[config.mk]
export PLATFORM = sky130hd
export DESIGN_NAME = shift_sequencer_flat
export DESIGN_NICKNAME = d
export VERILOG_FILES = /design/src/rtl/shift_sequencer_if.sv /design/src/rtl/shift_sequencer.sv /design/src/flat_wrapper.sv
export SDC_FILE = /design/constraint.sdc
export NUM_CORES = 1
export LEC_CHECK = 0
export CORE_ASPECT_RATIO = 1.75
export CORE_UTILIZATION = 52
export CTS_BUF_LIST = sky130_fd_sc_hd__clkbuf_8
export DETAILED_ROUTE_END_ITERATION = 8
export PLACE_DENSITY = 0.76
export SLEW_MARGIN = 25
export SYNTH_ARGS = -nofsm -noshare
export SYNTH_HDL_FRONTEND = slang
export SYNTH_SLANG_ARGS = --single-unit
export TNS_END_PERCENT = 20
[constraint.sdc]
create_clock -name clk -period 2.8 [get_ports clk]
set_input_delay 0.28 -clock clk [delete_from_list [all_inputs] [get_ports clk]]
set_output_delay 0.28 -clock clk [all_outputs]
set_load 0.005 [all_outputs]
[src/rtl/shift_sequencer_if.sv]
// Request/response bundle between a requester and the shift sequencer.
// Carries the request channel, the response channel and the busy status.
// The master drives requests and takes results; the slave is the sequencer.
interface shift_sequencer_if #(
  parameter int WIDTH = 16
) ();
  localparam int CNT_W = $clog2(WIDTH);

  logic             req_valid;
  logic             req_ready;
  logic [WIDTH-1:0] req_data;
  logic [CNT_W-1:0] req_cnt;
  logic [1:0]       req_op;
  logic             rsp_valid;
  logic             rsp_ready;
  logic [WIDTH-1:0] rsp_data;
  logic             busy;

  modport master (
    output req_valid, req_data, req_cnt, req_op, rsp_ready,
    input  req_ready, rsp_valid, rsp_data, busy
  );

  modport slave (
    input  req_valid, req_data, req_cnt, req_op, rsp_ready,
    output req_ready, rsp_valid, rsp_data, busy
  );
endinterface

[src/rtl/shift_sequencer.sv]
// Multi-cycle shift/rotate unit reusing one 1/2/4/8 power-of-two shift stage.
// Latency: CNT_W cycles from the accept edge to rsp_valid, independent of count and op.
// Backpressure: result held in DONE until rsp_ready; req_ready low while busy unless the result drains.
module shift_sequencer #(
  parameter int WIDTH = 16
) (
  input logic             clk,
  input logic             rst_n,
  shift_sequencer_if.slave bus
);
  localparam int CNT_W = $clog2(WIDTH);
  localparam int LAST  = CNT_W - 1;
  localparam logic [CNT_W-1:0] LAST_STAGE = LAST[CNT_W-1:0];

  localparam logic [1:0] OP_ROL = 2'b00;
  localparam logic [1:0] OP_SLL = 2'b01;
  localparam logic [1:0] OP_ROR = 2'b10;
  localparam logic [1:0] OP_SRL = 2'b11;

  typedef enum logic [1:0] {
    IDLE  = 2'd0,
    SHIFT = 2'd1,
    DONE  = 2'd2
  } state_t;

  state_t           state_q, state_d;
  logic [CNT_W-1:0] stage_q;
  logic [WIDTH-1:0] data_q;
  logic [CNT_W-1:0] cnt_q;
  logic [1:0]       op_q;

  logic             req_ready;
  logic             load;
  logic             step;
  logic [CNT_W-1:0] amt;
  logic             stage_en;
  logic [WIDTH-1:0] stage_res;

  // Ready is purely a function of state and rsp_ready, never of req_valid.
  assign req_ready = (state_q == IDLE) || ((state_q == DONE) && bus.rsp_ready);

  // Shared shift stage: amount 2^stage, applied only when the matching count bit is set.
  always_comb begin
    amt       = CNT_W'(1) << stage_q;
    stage_en  = |(cnt_q & amt);
    stage_res = data_q;
    if (stage_en) begin
      case (op_q)
        OP_ROL:  stage_res = (data_q << amt) | (data_q >> (WIDTH - int'(amt)));
        OP_SLL:  stage_res = data_q << amt;
        OP_ROR:  stage_res = (data_q >> amt) | (data_q << (WIDTH - int'(amt)));
        OP_SRL:  stage_res = data_q >> amt;
        default: stage_res = data_q;
      endcase
    end
  end

  // State register; reset aborts any operation in flight.
  always_ff @(posedge clk or negedge rst_n) begin
    if (!rst_n) state_q <= IDLE;
    else        state_q <= state_d;
  end

  // Next-state and datapath control.
  always_comb begin
    state_d = state_q;
    load    = 1'b0;
    step    = 1'b0;
    case (state_q)
      IDLE: begin
        if (bus.req_valid) begin
          load    = 1'b1;
          state_d = SHIFT;
        end
      end
      SHIFT: begin
        step = 1'b1;
        if (stage_q == LAST_STAGE) state_d = DONE;
      end
      DONE: begin
        if (bus.rsp_ready) begin
          if (bus.req_valid) begin
            load    = 1'b1;
            state_d = SHIFT;
          end else begin
            state_d = IDLE;
          end
        end
      end
      default: state_d = IDLE;
    endcase
  end

  // Operand capture on accept, then one stage per cycle while shifting.
  always_ff @(posedge clk or negedge rst_n) begin
    if (!rst_n) begin
      stage_q <= '0;
      data_q  <= '0;
      cnt_q   <= '0;
      op_q    <= '0;
    end else if (load) begin
      stage_q <= '0;
      data_q  <= bus.req_data;
      cnt_q   <= bus.req_cnt;
      op_q    <= bus.req_op;
    end else if (step) begin
      stage_q <= stage_q + 1'b1;
      data_q  <= stage_res;
    end
  end

  assign bus.req_ready = req_ready;
  assign bus.rsp_valid = (state_q == DONE);
  assign bus.rsp_data  = data_q;
  assign bus.busy      = (state_q != IDLE);
endmodule

[src/flat_wrapper.sv]
// flat-port wrapper written by rule: the top's interface ports become plain ports
module shift_sequencer_flat 
#(
  parameter int WIDTH = 16
)
  (clk, rst_n, bus_req_valid, bus_req_data, bus_req_cnt, bus_req_op, bus_rsp_ready, bus_req_ready, bus_rsp_valid, bus_rsp_data, bus_busy);
  shift_sequencer_if #(.WIDTH(WIDTH)) bus_i ();
  input logic clk;
  input logic rst_n;
  input wire logic [$bits(bus_i.req_valid)-1:0] bus_req_valid;
  input wire logic [$bits(bus_i.req_data)-1:0] bus_req_data;
  input wire logic [$bits(bus_i.req_cnt)-1:0] bus_req_cnt;
  input wire logic [$bits(bus_i.req_op)-1:0] bus_req_op;
  input wire logic [$bits(bus_i.rsp_ready)-1:0] bus_rsp_ready;
  output wire logic [$bits(bus_i.req_ready)-1:0] bus_req_ready;
  output wire logic [$bits(bus_i.rsp_valid)-1:0] bus_rsp_valid;
  output wire logic [$bits(bus_i.rsp_data)-1:0] bus_rsp_data;
  output wire logic [$bits(bus_i.busy)-1:0] bus_busy;
  assign bus_i.req_valid = bus_req_valid;
  assign bus_i.req_data = bus_req_data;
  assign bus_i.req_cnt = bus_req_cnt;
  assign bus_i.req_op = bus_req_op;
  assign bus_i.rsp_ready = bus_rsp_ready;
  assign bus_req_ready = bus_i.req_ready;
  assign bus_rsp_valid = bus_i.rsp_valid;
  assign bus_rsp_data = bus_i.rsp_data;
  assign bus_busy = bus_i.busy;
  shift_sequencer #(.WIDTH(WIDTH)) u_core (.clk(clk), .rst_n(rst_n), .bus(bus_i));
endmodule
# Word level (Yosys, flattened, before mapping)
# Index checks and enable logic that the tools add are counted.
# word_totals
register_bits	28
out_inout_bits	19
elab_cells	49
# op_classes
addsub	2
n_eq_ne	9
shifts	5
mux	15
n_bitwise	3
n_reduce_logical	10
# ops
operator	count
one-hot mux 16 bit (4 select lines)	1
2-to-1 mux 16 bit	3
bitwise OR 16 bit	2
left shift 16 x 32 -> 16 bit	1
>> shifter 16 x 32 -> 16 bit	1
left shift 16 x 4 -> 16 bit	1
>> shifter 16 x 4 -> 16 bit	1
2-to-1 mux 4 bit	2
equality test 2 bit, second input constant	3
2-to-1 mux 2 bit	3
one-hot mux 2 bit (3 select lines)	1
nonzero test 2 bit	3
subtractor 5 x 4 -> 6 bit, first input constant	1
adder 4 x 1 -> 4 bit, second input constant	1
AND 4 bit	1
equality test 2 x 1 -> 1 bit, second input constant	2
equality test 4 x 2 -> 1 bit, second input constant	1
logical NOT 2 bit	2
2-to-1 mux 1 bit	4
inequality test 2 bit, second input constant	2
OR reduction 4 bit	1
left shift 1 x 4 -> 4 bit, first input constant	1
AND reduction 3 bit	1
inequality test 2 x 1 -> 1 bit, second input constant	1
other kinds (4)	4

# Longest topological paths before layout
# depth
depth_word	8
ltp_mapped	11
depth_no_buf	8

# Least setup slack after synthesis
# No wires, ideal clock.
# synth_timing
path_kind	register to register
start	register u_core.stage_q[3]
end	register u_core.data_q[14] (netlist: u_core.bus.rsp_data[14])
setup_ns	0.122
t_arrival_ns	2.932
required_time_ns	2.678
setup_slack_ns	-0.253
stages_incl_launch_ff	11
synth_period_minus_slack_ns	3.053
cell_sequence	dfrtp_1 -> buf_2 -> nor4b_2 -> inv_1 -> ha_1 -> clkbuf_1 -> clkbuf_1 -> mux4_2 -> nand3_1 -> o211ai_1 -> a32o_1
# synth_between
elab_chain_len	8
elab_cells_between_ends	16
# synth_rtl
element	line_no	source
from (decl)	shift_sequencer.sv:27	logic [CNT_W-1:0] stage_q;
from (signal assigned)	shift_sequencer.sv:107	stage_q <= stage_q + 1'b1;
left shift 1 x 4 -> 4 bit *	shift_sequencer.sv:44	amt = CNT_W'(1) << stage_q;
subtractor 5 x 4 -> 6 bit	shift_sequencer.sv:49, shift_sequencer.sv:51	
left shift 16 x 32 -> 16 bit or >> shifter 16 x 32 -> 16 bit (tied branches)	shift_sequencer.sv:51, shift_sequencer.sv:49	
bitwise OR 16 bit (on tied branches)	shift_sequencer.sv:51, shift_sequencer.sv:49	
one-hot mux 16 bit (4 select lines)	shift_sequencer.sv:48	case (op_q)
2-to-1 mux 16 bit	shift_sequencer.sv:47	if (stage_en) begin
2-to-1 mux 16 bit	shift_sequencer.sv:106	end else if (step) begin
2-to-1 mux 16 bit	shift_sequencer.sv:101	end else if (load) begin
to (signal assigned)	shift_sequencer.sv:103	data_q <= bus.req_data;
to (signal assigned)	shift_sequencer.sv:108	data_q <= stage_res;
to (decl)	shift_sequencer.sv:28	logic [WIDTH-1:0] data_q;
# Every way passes the cells marked *; elsewhere a longest branch is shown, timed or not. The select of a mux whose other input is x is not followed.
# A chain may end at the register's enable or synchronous reset.

# Worst setup path in the final report
# layout_timing
start	register u_core.stage_q[0]
end	register u_core.data_q[5] (netlist: u_core.bus.rsp_data[5])
# The elaborated chain is that of the path after synthesis.

==> impl_metrics.py <==
metrics = {
    "outcome": {
        "status": "complete, no violations",
    },
    "setup_path": {
        "endpoint_kind": "flip-flop",
        "cpPeakStageDelay_ns": 0.48,
        "worstReg2RegEnd": "u_core.bus.rsp_data[5]",
        "reg2reg_depth": 8,
        "worst_ep_required_time_ns": 3.04,
        "startpoint_type": "flip-flop",
        "critical_path.top_delay_family": "simple AND/OR/NAND/NOR gates",
        "cp_cell_sequence": "buf_4 -> nor4b_4 -> inv_1 -> ha_1 -> buf_4 -> mux2_2 -> or3_1 -> a31oi_1",
        "cp.depth": 8,
        "crit_arrival_ns": 2.88,
        "critPathBufInv": 3,
        "path_max_fanout": 13,
        "cp_common_cell": "buf_4",
        "timing.rr.start": "u_core.stage_q[0]",
        "crit_slowest_cell": "dfrtp_1",
        "r2r_slack_ns": 0.16,
        "path_class": "reg2reg",
        "critPathLaunch": "u_core.stage_q[0]",
        "crit_end": "u_core.bus.rsp_data[5]",
    },
    "global_route": {
        "antenna_found_initial": 0,
        "grt_start_max_net_pins": 39,
        "grt_pass1_vias": 3538,
        "grt_pass1_wl_um": 19300,
        "grt-ovfl-total": 0,
        "grt_usage_pct": 42.2,
    },
    "finish": {
        "area_growth_pct": 21.9,
        "multiInputGateArea_um2": 2150,
        "nFillCells": 455,
        "seqCellArea_um2": 701,
        "diodes": 0,
        "post-route-util_pct": 66.8,
        "final_cell_mix": "nand2_1, clkdlybuf4s50_1, buf_4",
        "mostFrequentLayoutCell": "nand2_1",
        "final_layout_size_suffix_gt1_share_pct": 15.5,
        "fin_nets": 455,
    },
    "synth": {
        "synth_cell_type_count": 64,
        "syn_nets": 417,
        "ys_ff_latch": 28,
        "synthTopCellsByArea": "dfrtp_1, mux2i_1, nand2_1",
        "synth_warnings": 0,
        "synth_top_family_by_area": "compound AO/OA/AOI/OAI gates",
        "yosys.area_share.simple_pct": 21.9,
        "synth_compound_area_share_pct": 29.5,
        "synth_top_area_share_pct": 22.7,
        "synth_xor_area_share_pct": 1.42,
        "synthCells": 389,
        "synth-seq-area-share_pct": 22.7,
        "yosysTopAreaCell": "dfrtp_1",
        "avgSynthCellArea_um2": 7.93,
        "synth_ff_type": "dfrtp_1",
        "synth_edf_count": 0,
        "synth-async-reset-ratio_pct": 100,
        "synth-adder-area-share_pct": 0.811,
        "synthMuxAreaShare_pct": 15.9,
        "synth_area_um2": 3090,
    },
    "timing": {
        "rsz0062_at_grt": "no",
        "slew_viol_final": 0,
        "setup_viol": 0,
        "tns_ns": 0,
        "worst_slew_pin_slew_ns": 0.652,
        "fin_ws_ns": 0.164,
        "fin_skew_ns": 0.00119,
        "period_share_pct": 94.2,
        "layout_min_cycle_time_ns": 2.64,
        "slew_headroom_pct": 56.0,
        "fmax_mhz": 379,
        "hold_viol_final": 0,
    },
    "placement": {
        "gp_congestion": 1.05,
        "io_buffers": 44,
        "place_ws_ns": 0.233,
        "hpwl_um": 8850,
    },
    "floorplan": {
        "pin_count": 45,
        "initial_core_util_pct": 54.8,
        "fp.dieH_um": 104,
        "die-area_um2": 6260,
        "rows": 36,
        "die_x_um": 60.2,
        "core_um2": 5630,
    },
    "drt": {
        "vias_per_cell": 7.05,
        "wirelength_um": 12200,
        "wl_per_cell_um": 24.3,
        "initialDrtViolationCount": 344,
        "dr.pass1.iters": 5,
        "drc": 0,
        "postRouteAntennaNets": 0,
        "vias": 3539,
    },
    "clocking": {
        "holdBufCountCts": 0,
        "cts_inserted_buffers": 3,
        "clock-root-buffer": "clkbuf_8",
        "post_cts_resized": 0,
        "cts_sinks": 28,
        "cts_tree": "done",
        "cts_setup_buffers": 0,
        "h-tree-depth": 1,
        "clk_latency_ns": 0.31,
        "cts_buffer_depth": 2,
        "clk_pin_slew_ns": 0.11,
    },
    "pwr": {
        "seq_power_share_pct": 18.3,
        "sw_frac_of_total_pct": 53.4,
        "cellLeakagePower_nw": 1.51,
        "p_int_mw": 2.88,
        "vdd_drop_max_uv": 937,
        "power_frac_comb_pct": 77.0,
        "p_sw_mw": 3.29,
        "clkPwrFrac_pct": 4.8,
        "powerDensity_nw_per_um2": 1640,
    },
    "min_path": {
        "hold_class": "in2async",
    },
    "job": {
        "cap_violations": 0,
    },
}
-- per-layer routing --
| metal | wire length, um | global-route usage, % | vias up |
|---|---|---|---|
| li1 | - | - | 1544 |
| met1 | 4180 | 50.8 | 1641 |
| met2 | 5810 | 63.7 | 264 |
| met3 | 1200 | 8.96 | 90 |
| met4 | 1010 | 30.9 | 0 |
| met5 | 0 | 0 | - |
-- synth_stat cells (all sizes together) (9+ instances only) --
| library cell | number |
|---|---|
| nand2 | 51 |
| o21ai | 26 |
| o31ai | 9 |
| clkbuf | 30 |
| nor2 | 22 |
| o22ai | 10 |
| dfrtp | 28 |
| buf | 18 |
| nor3 | 10 |
| a22oi | 10 |
| a21oi | 14 |
| mux2i | 24 |
-- worst min-delay path by stage --
stage,to,cells after the start
final,u_core.bus.rsp_data[10],2
after global routing,u_core.bus.rsp_data[10],2
after CTS,u_core.bus.rsp_data[10],2
after detailed placement,u_core.cnt_q[2],2
after global placement,u_core.cnt_q[1],2
after floorplan,u_core.bus.rsp_data[0],0
-- cells by family after synthesis --
kind of cell / after synthesis
AOI/OAI and AO/OA: 129
buffers and inverters: 54
and+or+nand+nor: 132
xor gates and xnor gates: 5
muxes: 39
DFF: 28
adders and majority gates: 2
-- worst reg2reg max path: stages, from the launching register on --
cell and delay (ns):
dfrtp_1 0.48, buf_4 0.20, nor4b_4 0.24, inv_1 0.12
ha_1 0.41, buf_4 0.25, mux2_2 0.36, or3_1 0.35
a31oi_1 0.16
-- sequential cells by signal (all words and copies together) (netlist names) --
register and count:
u_core.bus.rsp_data 16, u_core.op_q 2, u_core.cnt_q 4, u_core.state_q 2, u_core.stage_q 4
-- area by class of cell --
cell class | instances | area share [%]
clock buffers | 4 | 1.46
inverters | 6 | 0.731
multi-input cells | 307 | 57.2
flip-flops and latches | 28 | 18.6
well taps | 76 | 2.53
repair buffers | 81 | 19.4
-- through the flow --
step           power (mW)  cells  area, um2  hold WS [ns]
2_1_floorplan        4.06    389       3100       -0.0156
3_3_place_gp         5.71    498       3710         0.453
3_5_place_dp         5.71    498       3710         0.466
4_1_cts              6.01    502       3760         0.366
5_1_grt              6.54    502       3760         0.408
6_report             6.17    502       3760         0.334
-- power groups by stage --
stage | combinational, mW | clock (mW) | sequential, mW
2_1_floorplan | 3.31 | 0 | 0.755
3_3_place_gp | 4.61 | 0 | 1.10
3_5_place_dp | 4.61 | 0 | 1.10
4_1_cts | 4.64 | 0.287 | 1.09
5_1_grt | 5.10 | 0.306 | 1.13
6_report | 4.75 | 0.294 | 1.13
(Power assumes the default switching activity.)
